===== config.mk =====
export PLATFORM = sky130hd
export DESIGN_NAME = axi_read_burst_collector
export DESIGN_NICKNAME = d
export VERILOG_FILES = /design/src/rtl/axi_read_burst_collector.sv
export SDC_FILE = /design/constraint.sdc
export NUM_CORES = 1
export LEC_CHECK = 0
export CAP_MARGIN = 25
export CORE_MARGIN = 1
export CORE_UTILIZATION = 50
export DETAILED_ROUTE_END_ITERATION = 10
export PLACE_DENSITY = 0.8
export SYNTH_ARGS = -nofsm -noshare
export SYNTH_HDL_FRONTEND = slang
export SYNTH_SLANG_ARGS = --single-unit

===== constraint.sdc =====
create_clock -name clk -period 2.69 [get_ports clk]
set_input_delay 0.807 -clock clk [delete_from_list [all_inputs] [get_ports clk]]
set_output_delay 0.807 -clock clk [all_outputs]
set_load 0.03 [all_outputs]

===== src/rtl/axi_read_burst_collector.sv =====
// AXI read-burst collector: snoops AR for burst length, accepts R beats into a
// first-word-fall-through FIFO, and flags beat-count / RLAST mismatches.
module axi_read_burst_collector #(
    parameter int DW    = 64,
    parameter int DEPTH = 4,
    parameter int LW    = 8
) (
    input  logic                       clk,
    input  logic                       resetn,
    input  logic                       axi_arvalid,
    input  logic                       axi_arready,
    input  logic [LW-1:0]              axi_arlen,
    input  logic [DW-1:0]              axi_rdata,
    input  logic                       axi_rlast,
    input  logic                       axi_rvalid,
    output logic                       axi_rready,
    output logic [DW-1:0]              out_data,
    output logic                       out_last,
    output logic                       out_valid,
    input  logic                       out_ready,
    input  logic                       err_clr,
    output logic                       busy,
    output logic                       len_err,
    output logic                       ar_ovf,
    output logic [$clog2(DEPTH):0]     level
);

    localparam int AW = $clog2(DEPTH);

    typedef enum logic {
        IDLE = 1'b0,
        RECV = 1'b1
    } state_t;

    state_t          r_state;
    state_t          w_state_next;
    logic [LW:0]     r_exp;
    logic [LW:0]     r_cnt;
    logic [AW-1:0]   r_wr_ptr;
    logic [AW-1:0]   r_rd_ptr;
    logic [AW:0]     r_level;
    logic [DW:0]     r_mem [DEPTH];
    logic            r_len_err;
    logic            r_ar_ovf;

    logic            w_ar_hs;
    logic            w_full;
    logic            w_empty;
    logic            w_push;
    logic            w_pop;
    logic [LW:0]     w_cnt_inc;
    logic            w_cnt_hit;
    logic            w_last_eff;
    logic            w_capture;
    logic [DW:0]     w_head;

    assign w_ar_hs    = axi_arvalid & axi_arready;
    assign w_full     = (r_level == (AW+1)'(DEPTH));
    assign w_empty    = (r_level == '0);
    assign w_cnt_inc  = r_cnt + {{LW{1'b0}}, 1'b1};
    assign w_cnt_hit  = (w_cnt_inc == r_exp);
    assign w_last_eff = axi_rlast | w_cnt_hit;
    assign w_push     = axi_rvalid & axi_rready;
    assign w_pop      = out_valid & out_ready;
    assign w_head     = r_mem[r_rd_ptr];

    // axi_rready is a function of state and occupancy only, never of axi_rvalid.
    assign axi_rready = (r_state == RECV) & ~w_full;
    assign out_valid  = ~w_empty;
    assign out_data   = w_empty ? '0 : w_head[DW-1:0];
    assign out_last   = w_empty ? 1'b0 : w_head[DW];
    assign busy       = (r_state == RECV);
    assign len_err    = r_len_err;
    assign ar_ovf     = r_ar_ovf;
    assign level      = r_level;

    always_comb begin
        // NOTE: every signal written here gets a default first so no latch is inferred.
        w_state_next = r_state;
        w_capture    = 1'b0;
        case (r_state)
            IDLE: begin
                if (w_ar_hs) begin
                    w_capture    = 1'b1;
                    w_state_next = RECV;
                end
            end
            RECV: begin
                if (w_push && w_last_eff) begin
                    w_state_next = IDLE;
                end
            end
            default: w_state_next = IDLE;
        endcase
    end

    // NOTE: sequential state uses non-blocking assignments so every register samples pre-edge values.
    always_ff @(posedge clk or negedge resetn) begin
        if (!resetn) begin
            r_state <= IDLE;
            r_exp   <= '0;
            r_cnt   <= '0;
        end else begin
            r_state <= w_state_next;
            if (w_capture) begin
                r_exp <= {1'b0, axi_arlen} + {{LW{1'b0}}, 1'b1};
                r_cnt <= '0;
            end else if (w_push) begin
                r_cnt <= w_cnt_inc;
            end
        end
    end

    always_ff @(posedge clk or negedge resetn) begin
        if (!resetn) begin
            r_len_err <= 1'b0;
            r_ar_ovf  <= 1'b0;
        end else begin
            // A set event in the same cycle as err_clr takes priority.
            if (w_push && (axi_rlast ^ w_cnt_hit)) begin
                r_len_err <= 1'b1;
            end else if (err_clr) begin
                r_len_err <= 1'b0;
            end
            if (w_ar_hs && (r_state == RECV)) begin
                r_ar_ovf <= 1'b1;
            end else if (err_clr) begin
                r_ar_ovf <= 1'b0;
            end
        end
    end

    always_ff @(posedge clk or negedge resetn) begin
        if (!resetn) begin
            r_wr_ptr <= '0;
            r_rd_ptr <= '0;
            r_level  <= '0;
        end else begin
            if (w_push) begin
                r_wr_ptr <= r_wr_ptr + 1'b1;
            end
            if (w_pop) begin
                r_rd_ptr <= r_rd_ptr + 1'b1;
            end
            case ({w_push, w_pop})
                2'b10:   r_level <= r_level + 1'b1;
                2'b01:   r_level <= r_level - 1'b1;
                default: r_level <= r_level;
            endcase
        end
    end

    // NOTE: storage is not reset; outputs are masked while empty so stale contents never escape.
    always_ff @(posedge clk) begin
        if (w_push) begin
            r_mem[r_wr_ptr] <= {w_last_eff, axi_rdata};
        end
    end

endmodule


; ---- Word-level counts from Yosys, hierarchy flattened
; Memories as Yosys holds them, arrays and structs flattened.
; Cells that the tools add are included.
[word_totals]
input_bits = 80
latch_bits = 0
word_cells = 50
rom_bits = 0
n_memories = 1
reg_bits = 28
ram_bits = 260
output_inout_bits = 73
[op_classes]
div = 0
shift = 0
n_addsub = 6
n_mul = 0
muxes = 14
reduce_logical = 8
eq_ne = 4
magnitude_cmp = 0
bitwise_logic = 9
[mem_list]
columns = memory, words, word_bits, read_ports, rd_clocked_by_memory_dff, write_ports, line
row1 = r_mem, 4, 65, 1, 0, 1, 42  ; logic [DW:0] r_mem [DEPTH];
[ops]
columns = operator, n
row1 = $mux 64, 1
row2 = $mux 9, 2
row3 = $add 8x1->9 const B, 1
row4 = $add 9x1->9 const B, 1
row5 = $eq 9x9->1, 1
row6 = $mux 1, 9
row7 = $reduce_bool 2->1, 4
row8 = $pmux 3 s2, 1
row9 = $add 2x1->2 const B, 2
row10 = $and 1x1->1, 4
row11 = $add 3x1->3 const B, 1
row12 = $eq 3x3->1 const B, 1
row13 = $logic_and 1x1->1, 3
row14 = $logic_not 3->1, 1
row15 = $not 1->1, 3
row16 = $sub 3x1->3 const B, 1
row17 = $eq 2x1->1 const B, 1
row18 = $eq 2x2->1 const B, 1
row19 = $pmux 1 s2, 1
row20 = $or 1x1->1, 1
row21 = $xor 1x1->1, 1

; ---- Longest topological paths before layout
; Gate-level depths: netlist of run 1.
[depth]
word_depth = 7
depth_mapped = 12
depth_no_buf = 10

; ---- Worst setup path after synthesis of run 1
; Ideal clock, no wire load.
[synth_path]
kind = register to register
start = register r_level[2] (netlist: level[2])
end = memory r_mem[0][0] (netlist bit) (enable)
n_path_buf = 0
t_arrival_ps = 2504
required_ps = 2260
slack_ps = -244
path_stages_with_launch = 4
setup_ps = 430
period_less_slack_ps = 2934
cell_sequence = dfrtp_1 -> inv_1 -> o31a_2 -> and3_1
[synth_between]
elab_chain_len = 6
[synth_lines]
columns = element, line
row1 = start: declaration, 41  ; logic [AW:0] r_level;
row2 = start signal: assignment, 146  ; 2'b10: r_level <= r_level + 1'b1;
row3 = start signal: assignment, 147  ; 2'b01: r_level <= r_level - 1'b1;
row4 = start signal: assignment, 148  ; default: r_level <= r_level;
row5 = $eq 3x3->1, 58  ; assign w_full = (r_level == (AW+1)'(DEPTH));
row6 = $not 1->1, 68  ; assign axi_rready = (r_state == RECV) & ~w_full;
row7 = $and 1x1->1, 68
row8 = via axi_rready, 16  ; output logic axi_rready,
row9 = $and 1x1->1, 63  ; assign w_push = axi_rvalid & axi_rready;
row10 = $mux 1, 155  ; if (w_push) begin
row11 = $mux 1 (implied by the code), 156  ; r_mem[r_wr_ptr] <= {w_last_eff, axi_rdata};
row12 = end: declaration, 42
; The timed path passes the listed nets, and every way through them passes these cells.

; ---- Worst setup path after layout of run 1
[layout_path]
start = register r_rd_ptr[0]
end = output port out_data[10]
[layout_between]
elab_chain_len = 2
[layout_lines]
columns = element, line
row1 = start: declaration, 40  ; logic [AW-1:0] r_rd_ptr;
row2 = start signal: assignment, 143  ; r_rd_ptr <= r_rd_ptr + 1'b1;
row3 = $mem_v2 4x65, --
row4 = $mux 64, 70  ; assign out_data = w_empty ? '0 : w_head[DW-1:0];
row5 = end: declaration, 17  ; output logic [DW-1:0] out_data,
; Every way passes these cells.

==> impl_metrics.tcl, run 1 <==
set metrics [dict create \
    cts_tree "done" \
    insertedDiodeCount 0 \
    synth_warnings 0 \
    min_from "r_exp[4]" \
    finalNetCount 895 \
    cts.sink_count 288 \
    grt_max_degree 65 \
    hold_path_depth 2 \
    nFillCells 1388 \
    commonest_cells_after_routing_fill_and_taps_aside "260 x edfxtp_1, 85 x clkdlybuf4s50_1, 70 x buf_6" \
    drcViolationCount 0 \
    synth.lib_cells_used.distinct 43 \
    synth.ff_latch_count 288 \
    critPathTopFamily "buffers and inverters" \
    clock_path_buffers 3 \
    post_synth_instance_area_um2 11500 \
    critical_path.n_buffers_inverters 5 \
    routedWlPerCell_um 22.0 \
    fraction_of_synthesized_cell_area_taken_by_the_top_area_cell_type_pct 67.9 \
    crit_path_cell_trace "buf_12 > buf_12 > buf_16 > buf_6 > mux4_2 > and2_4 > buf_6" \
    io_buffer_count 152 \
    r2r.worst_path.cells 9 \
    final_util_pct 67.9 \
    maxSlewHeadroom_pct 69.1 \
    placer_congestion_estimate 0.792 \
    yosys-top-cells-area "edfxtp_1 68%, mux4_2 13%, dfrtp_1 6.1%" \
    critical-path-slowest-cell "dfrtp_4" \
    cts_h_tree_depth 1 \
    final_antenna_violating_net_count 0 \
    outcome "finished, violations left" \
    timing.critical_path.fanout_max 9 \
    placedInstanceArea_um2 13700 \
    cts.clk_slew.worst_paths_ps 70 \
    synth_cells 597 \
    path_type_of_the_worst_min_delay_path "register to register" \
    max-cap-violations 0 \
    number_of_drc_markers_in_iteration_0 406 \
    syn2layout_area_growth_pct 33.3 \
    worstPathArrival_ps 2260 \
    finish.instance_area_um2 15300 \
    synth.net_count 686 \
    cts_buffer_count 29 \
    die_height_um 154 \
    grt_setup_unrepaired "true" \
    grt_pass1_vias 6503 \
    violations "setup timing" \
    p_per_area_nw_per_um2 1230 \
    vias 6279 \
    design.die.area_um2 23600 \
    timing.rr.end "busy" \
    std_cell_rows 55 \
    clock-root-buffer "clkbuf_16" \
    postLayoutSetupSlackWorst_ps -381 \
    critical_path_class "register to primary output" \
    finalMaxSlewViolations 0 \
    rrSetupSlack_ps 200 \
    worstPathRequired_ps 1880 \
    fp.coreArea_um2 22600 \
    place.detailed.hpwl_um 14900 \
    final_layout_size_suffix_gt1_share_pct 38.3 \
    worst_ir_drop_vdd_mv 0.745 \
    place_ws_ps -140 \
    totalWireLength_um 24500 \
    min_delay_endpoint "r_exp[4]" \
    setup.worst_path.start_class "register" \
    number_of_antenna_violations_at_the_first_check_in_global_routing 1 \
    gr-usage-all-layers_pct 20.9 \
    timing.critical_path.to_type "primary output" \
    async_reset_ff_share_pct 9.72 \
    worst_clock_skew_ps 11.5 \
    dpl.cell_count 1036 \
    instances_no_fill 1113 \
    first_pass_drt_iterations 5 \
    cpPeakStageDelay_ps 490 \
    post-synth-top-area-cell "edfxtp_1" \
    hold_viol_final 0 \
    max_freq_ghz 0.326 \
    hold_buffers 0 \
    setup_viol 65 \
    reg2reg_from "r_cnt[1]" \
    die_x_um 154 \
    synth.avg_cell_area_um2 19.3 \
    final_period_minus_worst_setup_slack_ps 3070 \
    pin_slew_with_the_least_headroom_to_its_limit_ps 460 \
    mostFrequentLayoutCell "edfxtp_1" \
    first_pass_grt_wire_length_um 37500 \
    min_period_over_period_pct 114 \
    global_route.overflow_total 0 \
    ios 153 \
    clk_latency_ps 530 \
    top_ff_cell_synth "edfxtp_1" \
    power.leakage_nw 5.43 \
    initial_utilization_pct 51.0 \
    sequential_fraction_of_the_synthesis_area_pct 74.0 \
    edff_count_synth 260 \
    avgViaCountPerCell 5.64 \
]
state kept, by name, summed over array words and instances, names as in the netlist:
name      cells
ar_ovf        1
busy          1
len_err       1
level         3
r_cnt         9
r_exp         9
r_mem       260
r_rd_ptr      2
r_wr_ptr      2
metal layers:
layer	part of all wire (%)	track usage [%]
met1	41	28.2
met2	50	35.2
met3	7.2	4.28
met4	1.7	5.10
met5	0.053	0
worst max path at each step:
| stage | startpoint | to | slack [ps] | cells past startpoint |
|---|---|---|---|---|
| 2_1_floorplan | level[2] | level[2] | 160 | 12 |
| 3_3_place_gp | r_rd_ptr[0] | out_data[7] | -120 | 4 |
| 3_5_place_dp | r_rd_ptr[0] | out_data[22] | -140 | 4 |
| 4_1_cts | r_rd_ptr[0] | out_data[10] | -410 | 7 |
| 5_1_grt | r_rd_ptr[0] | out_data[10] | -460 | 7 |
| 6_report | r_rd_ptr[0] | out_data[10] | -380 | 7 |
where the power goes:
part	leakage (nW)	switching, W	internal (W)
registers	2.71	0.000308	0.00566
clock network	0.478	0.00169	0.00247
logic	2.24	0.00419	0.00458
worst min-delay path, cell delays in order, from the launching register on:
cell and delay [ps]:
dfrtp_1 370, nand2_1 50, o21ai_0 60
timing repair:
action / 4_1_cts / 5_1_grt
pin swaps: 2 / 21
setup endpoints to repair: 67 / 73
resized for setup: 495 / 15
gates cloned: 4 / 2
buffers inserted: 14 / 4
logic make-up (layout without fill, tap and decap cells):
logic type	Yosys count	count (layout)	share of synthesized area, %
DFF	288	288	74.0
adders and majority gates	9	9	1.04
xor gates and xnor gates	24	24	1.96
muxes	67	67	12.9
and+or+nand+nor	129	129	6.29
buffers and inverters	43	274	1.81
AOI/OAI and AO/OA	37	37	2.01
Yosys cell counts, drive strengths merged, types with 2 or more instances:
master and count:
edfxtp 260, and2 68, mux4 65, dfrtp 28, o21ai 25, nand2 21
clkbuf 16, xnor2 15, inv 14, buf 13, nor2 12, nand3 11
ha 8, xor2 8, and3 6, nand4 3, o31ai 3, nor2b 2
layout make-up:
class	count	area, um^2	area share [%]
Clock inverter	23	270	1.76
Tap cell	285	357	2.33
Multi-Input combinational cell	266	2990	19.5
Inverter	14	57.6	0.376
Clock buffer	30	729	4.76
Timing Repair Buffer	207	2400	15.7
Sequential cell	288	8520	55.6
stage by stage:
step                      TNS [ps]  hold WS (ps)  total power (W)
final                       -17540           515           0.0189
after global routing        -21850           558           0.0196
after CTS                   -17880           520           0.0188
after detailed placement     -5440           506           0.0132
after global placement       -4850           491           0.0130
after floorplan                  0           469           0.0104
No activity file was read; power rests on OpenSTA's default activity.
==> run 2, diff against run 1 <==
--- a/config.mk
+++ b/config.mk
@@ -6,8 +6,10 @@
 export NUM_CORES = 1
 export LEC_CHECK = 0
 export CAP_MARGIN = 25
+export CELL_PAD_IN_SITES_DETAIL_PLACEMENT = 0
+export CELL_PAD_IN_SITES_GLOBAL_PLACEMENT = 1
 export CORE_MARGIN = 1
-export CORE_UTILIZATION = 50
+export CORE_UTILIZATION = 43
 export DETAILED_ROUTE_END_ITERATION = 10
 export PLACE_DENSITY = 0.8
 export SYNTH_ARGS = -nofsm -noshare
==> impl_metrics.tcl, run 2 (same netlist as run 1, synthesis figures left out) <==
set metrics [dict create \
    place_ws_ps -151 \
    outcome "finished, violations left" \
    mostFrequentLayoutCell "edfxtp_1" \
    finalMaxSlewViolations 0 \
    placedInstanceArea_um2 13700 \
    first_pass_drt_iterations 7 \
    clock_path_buffers 3 \
    max-cap-violations 0 \
    place.detailed.hpwl_um 14700 \
    die_height_um 166 \
    io_buffer_count 152 \
    gr-usage-all-layers_pct 17.6 \
    power.leakage_nw 5.39 \
    grt_max_degree 51 \
    critical_path_class "register to primary output" \
    design.die.area_um2 27400 \
    final_layout_size_suffix_gt1_share_pct 36.4 \
    min_delay_endpoint "r_exp[4]" \
    syn2layout_area_growth_pct 33.0 \
    worstPathArrival_ps 2170 \
    max_freq_ghz 0.336 \
    number_of_drc_markers_in_iteration_0 457 \
    die_x_um 166 \
    clock-root-buffer "clkbuf_16" \
    grt_pass1_vias 6407 \
    fp.coreArea_um2 26100 \
    clk_latency_ps 530 \
    power.sequential.fraction_pct 32.2 \
    timing.rr.end "busy" \
    insertedDiodeCount 0 \
    cts_h_tree_depth 1 \
    power.total_w 0.0185 \
    cts_buffer_count 29 \
    reg2reg_from "r_cnt[1]" \
    final_period_minus_worst_setup_slack_ps 2980 \
    power_frac_comb_pct 47.1 \
    nFillCells 1902 \
    first_pass_grt_wire_length_um 36100 \
    avgViaCountPerCell 5.25 \
    hold_viol_final 0 \
    hold_path_depth 2 \
    worstPathRequired_ps 1880 \
    p_int_w 0.0125 \
    worst_ir_drop_vdd_mv 0.774 \
    path_type_of_the_worst_min_delay_path "register to register" \
    p_per_area_nw_per_um2 1210 \
    hold-worst-slack_ps 510 \
    drcViolationCount 28 \
    r2r.worst_path.cells 9 \
    timing.critical_path.fanout_max 5 \
    swShare_pct 32.6 \
    hold_buffers 0 \
    worst_clock_skew_ps 6.93 \
    finish.instance_area_um2 15300 \
    finalNetCount 889 \
    timing.critical_path.from "r_rd_ptr[0]" \
    largest_register "r_mem" \
    timing.critical_path.to_type "primary output" \
    violations "DRC, setup timing" \
    final_antenna_violating_net_count 0 \
    min_from "r_exp[4]" \
    pin_slew_with_the_least_headroom_to_its_limit_ps 395 \
    std_cell_rows 59 \
    ios 153 \
    regs_by_ff_count "r_mem: 260 flops, r_cnt: 9 flops, r_exp: 9 flops" \
    commonest_cells_after_routing_fill_and_taps_aside "260 x edfxtp_1, 85 x clkdlybuf4s50_1, 73 x buf_6" \
    totalWireLength_um 23800 \
    vias 6059 \
    largest_register_ffs 260 \
    grt_setup_unrepaired "true" \
    net_load_switching_power_w 0.00602 \
    number_of_antenna_violations_at_the_first_check_in_global_routing 0 \
    min_period_over_period_pct 111 \
    global_route.overflow_total 0 \
    cts.sink_count 288 \
    cts.clk_slew.worst_paths_ps 60 \
    setup_viol 65 \
    routedWlPerCell_um 20.6 \
    setup.worst_path.start_class "register" \
    maxSlewHeadroom_pct 73.4 \
    postLayoutSetupSlackWorst_ps -290 \
    cts_tree "done" \
    power.clock.fraction_pct 20.7 \
    initial_utilization_pct 44.0 \
    rrSetupSlack_ps 280 \
    final_util_pct 58.5 \
    placer_congestion_estimate 0.774 \
]
run 2: how the worst max path moves through the flow:
stage                              end  slack, ps  cells after the start
after global routing      out_data[54]       -350                      6
after detailed placement  out_data[44]       -150                      4
after floorplan               level[2]        160                     12
final                     out_data[54]       -290                      6
after CTS                 out_data[54]       -340                      6
after global placement    out_data[34]       -120                      4
run 2: layer usage:
metal	global-route usage [%]	wire, um	vias to the layer above
li1	-	-	2755
met1	23.3	9800	3080
met2	30.9	12300	189
met3	2.45	1320	35
met4	4.26	383	0
met5	0	0	-
run 2: timing repair:
action | CTS | global route
gates cloned | 6 | 1
gates resized for setup | 488 | 2
setup endpoints to repair | 67 | 67
setup buffers | 13 | 1
pin swaps | 18 | 5
run 2: through the flow:
step | setup TNS (ps) | std cells
final | -14230 | 1154
after global routing | -18190 | 1154
after CTS | -17010 | 1153
after detailed placement | -5360 | 1084
after global placement | -4660 | 1084
after floorplan | 0 | 597
run 2: critical path, cell delays in order, from the launching register on:
cell     delay [ps]
dfrtp_4         500
buf_6           140
buf_12          130
buf_16          140
mux4_2          430
and2_4          180
buf_6           130
run 2: cell type report:
| class | count | area [um^2] | share of cell area, % |
|---|---|---|---|
| Clock buffer | 34 | 744 | 4.87 |
| Clock inverter | 16 | 161 | 1.06 |
| Inverter | 14 | 57.6 | 0.376 |
| Multi-Input combinational cell | 266 | 2980 | 19.5 |
| Sequential cell | 288 | 8520 | 55.7 |
| Tap cell | 335 | 419 | 2.74 |
| Timing Repair Buffer | 201 | 2410 | 15.8 |
run 2: power by group through the flow:
stage | Clock [W] | Combinational (W) | Sequential (W)
final | 0.00383 | 0.00872 | 0.00595
after global routing | 0.00407 | 0.00927 | 0.00602
after global placement | 0 | 0.00708 | 0.00600
after detailed placement | 0 | 0.00715 | 0.00605
after floorplan | 0 | 0.00436 | 0.00602
after CTS | 0.00390 | 0.00883 | 0.00595
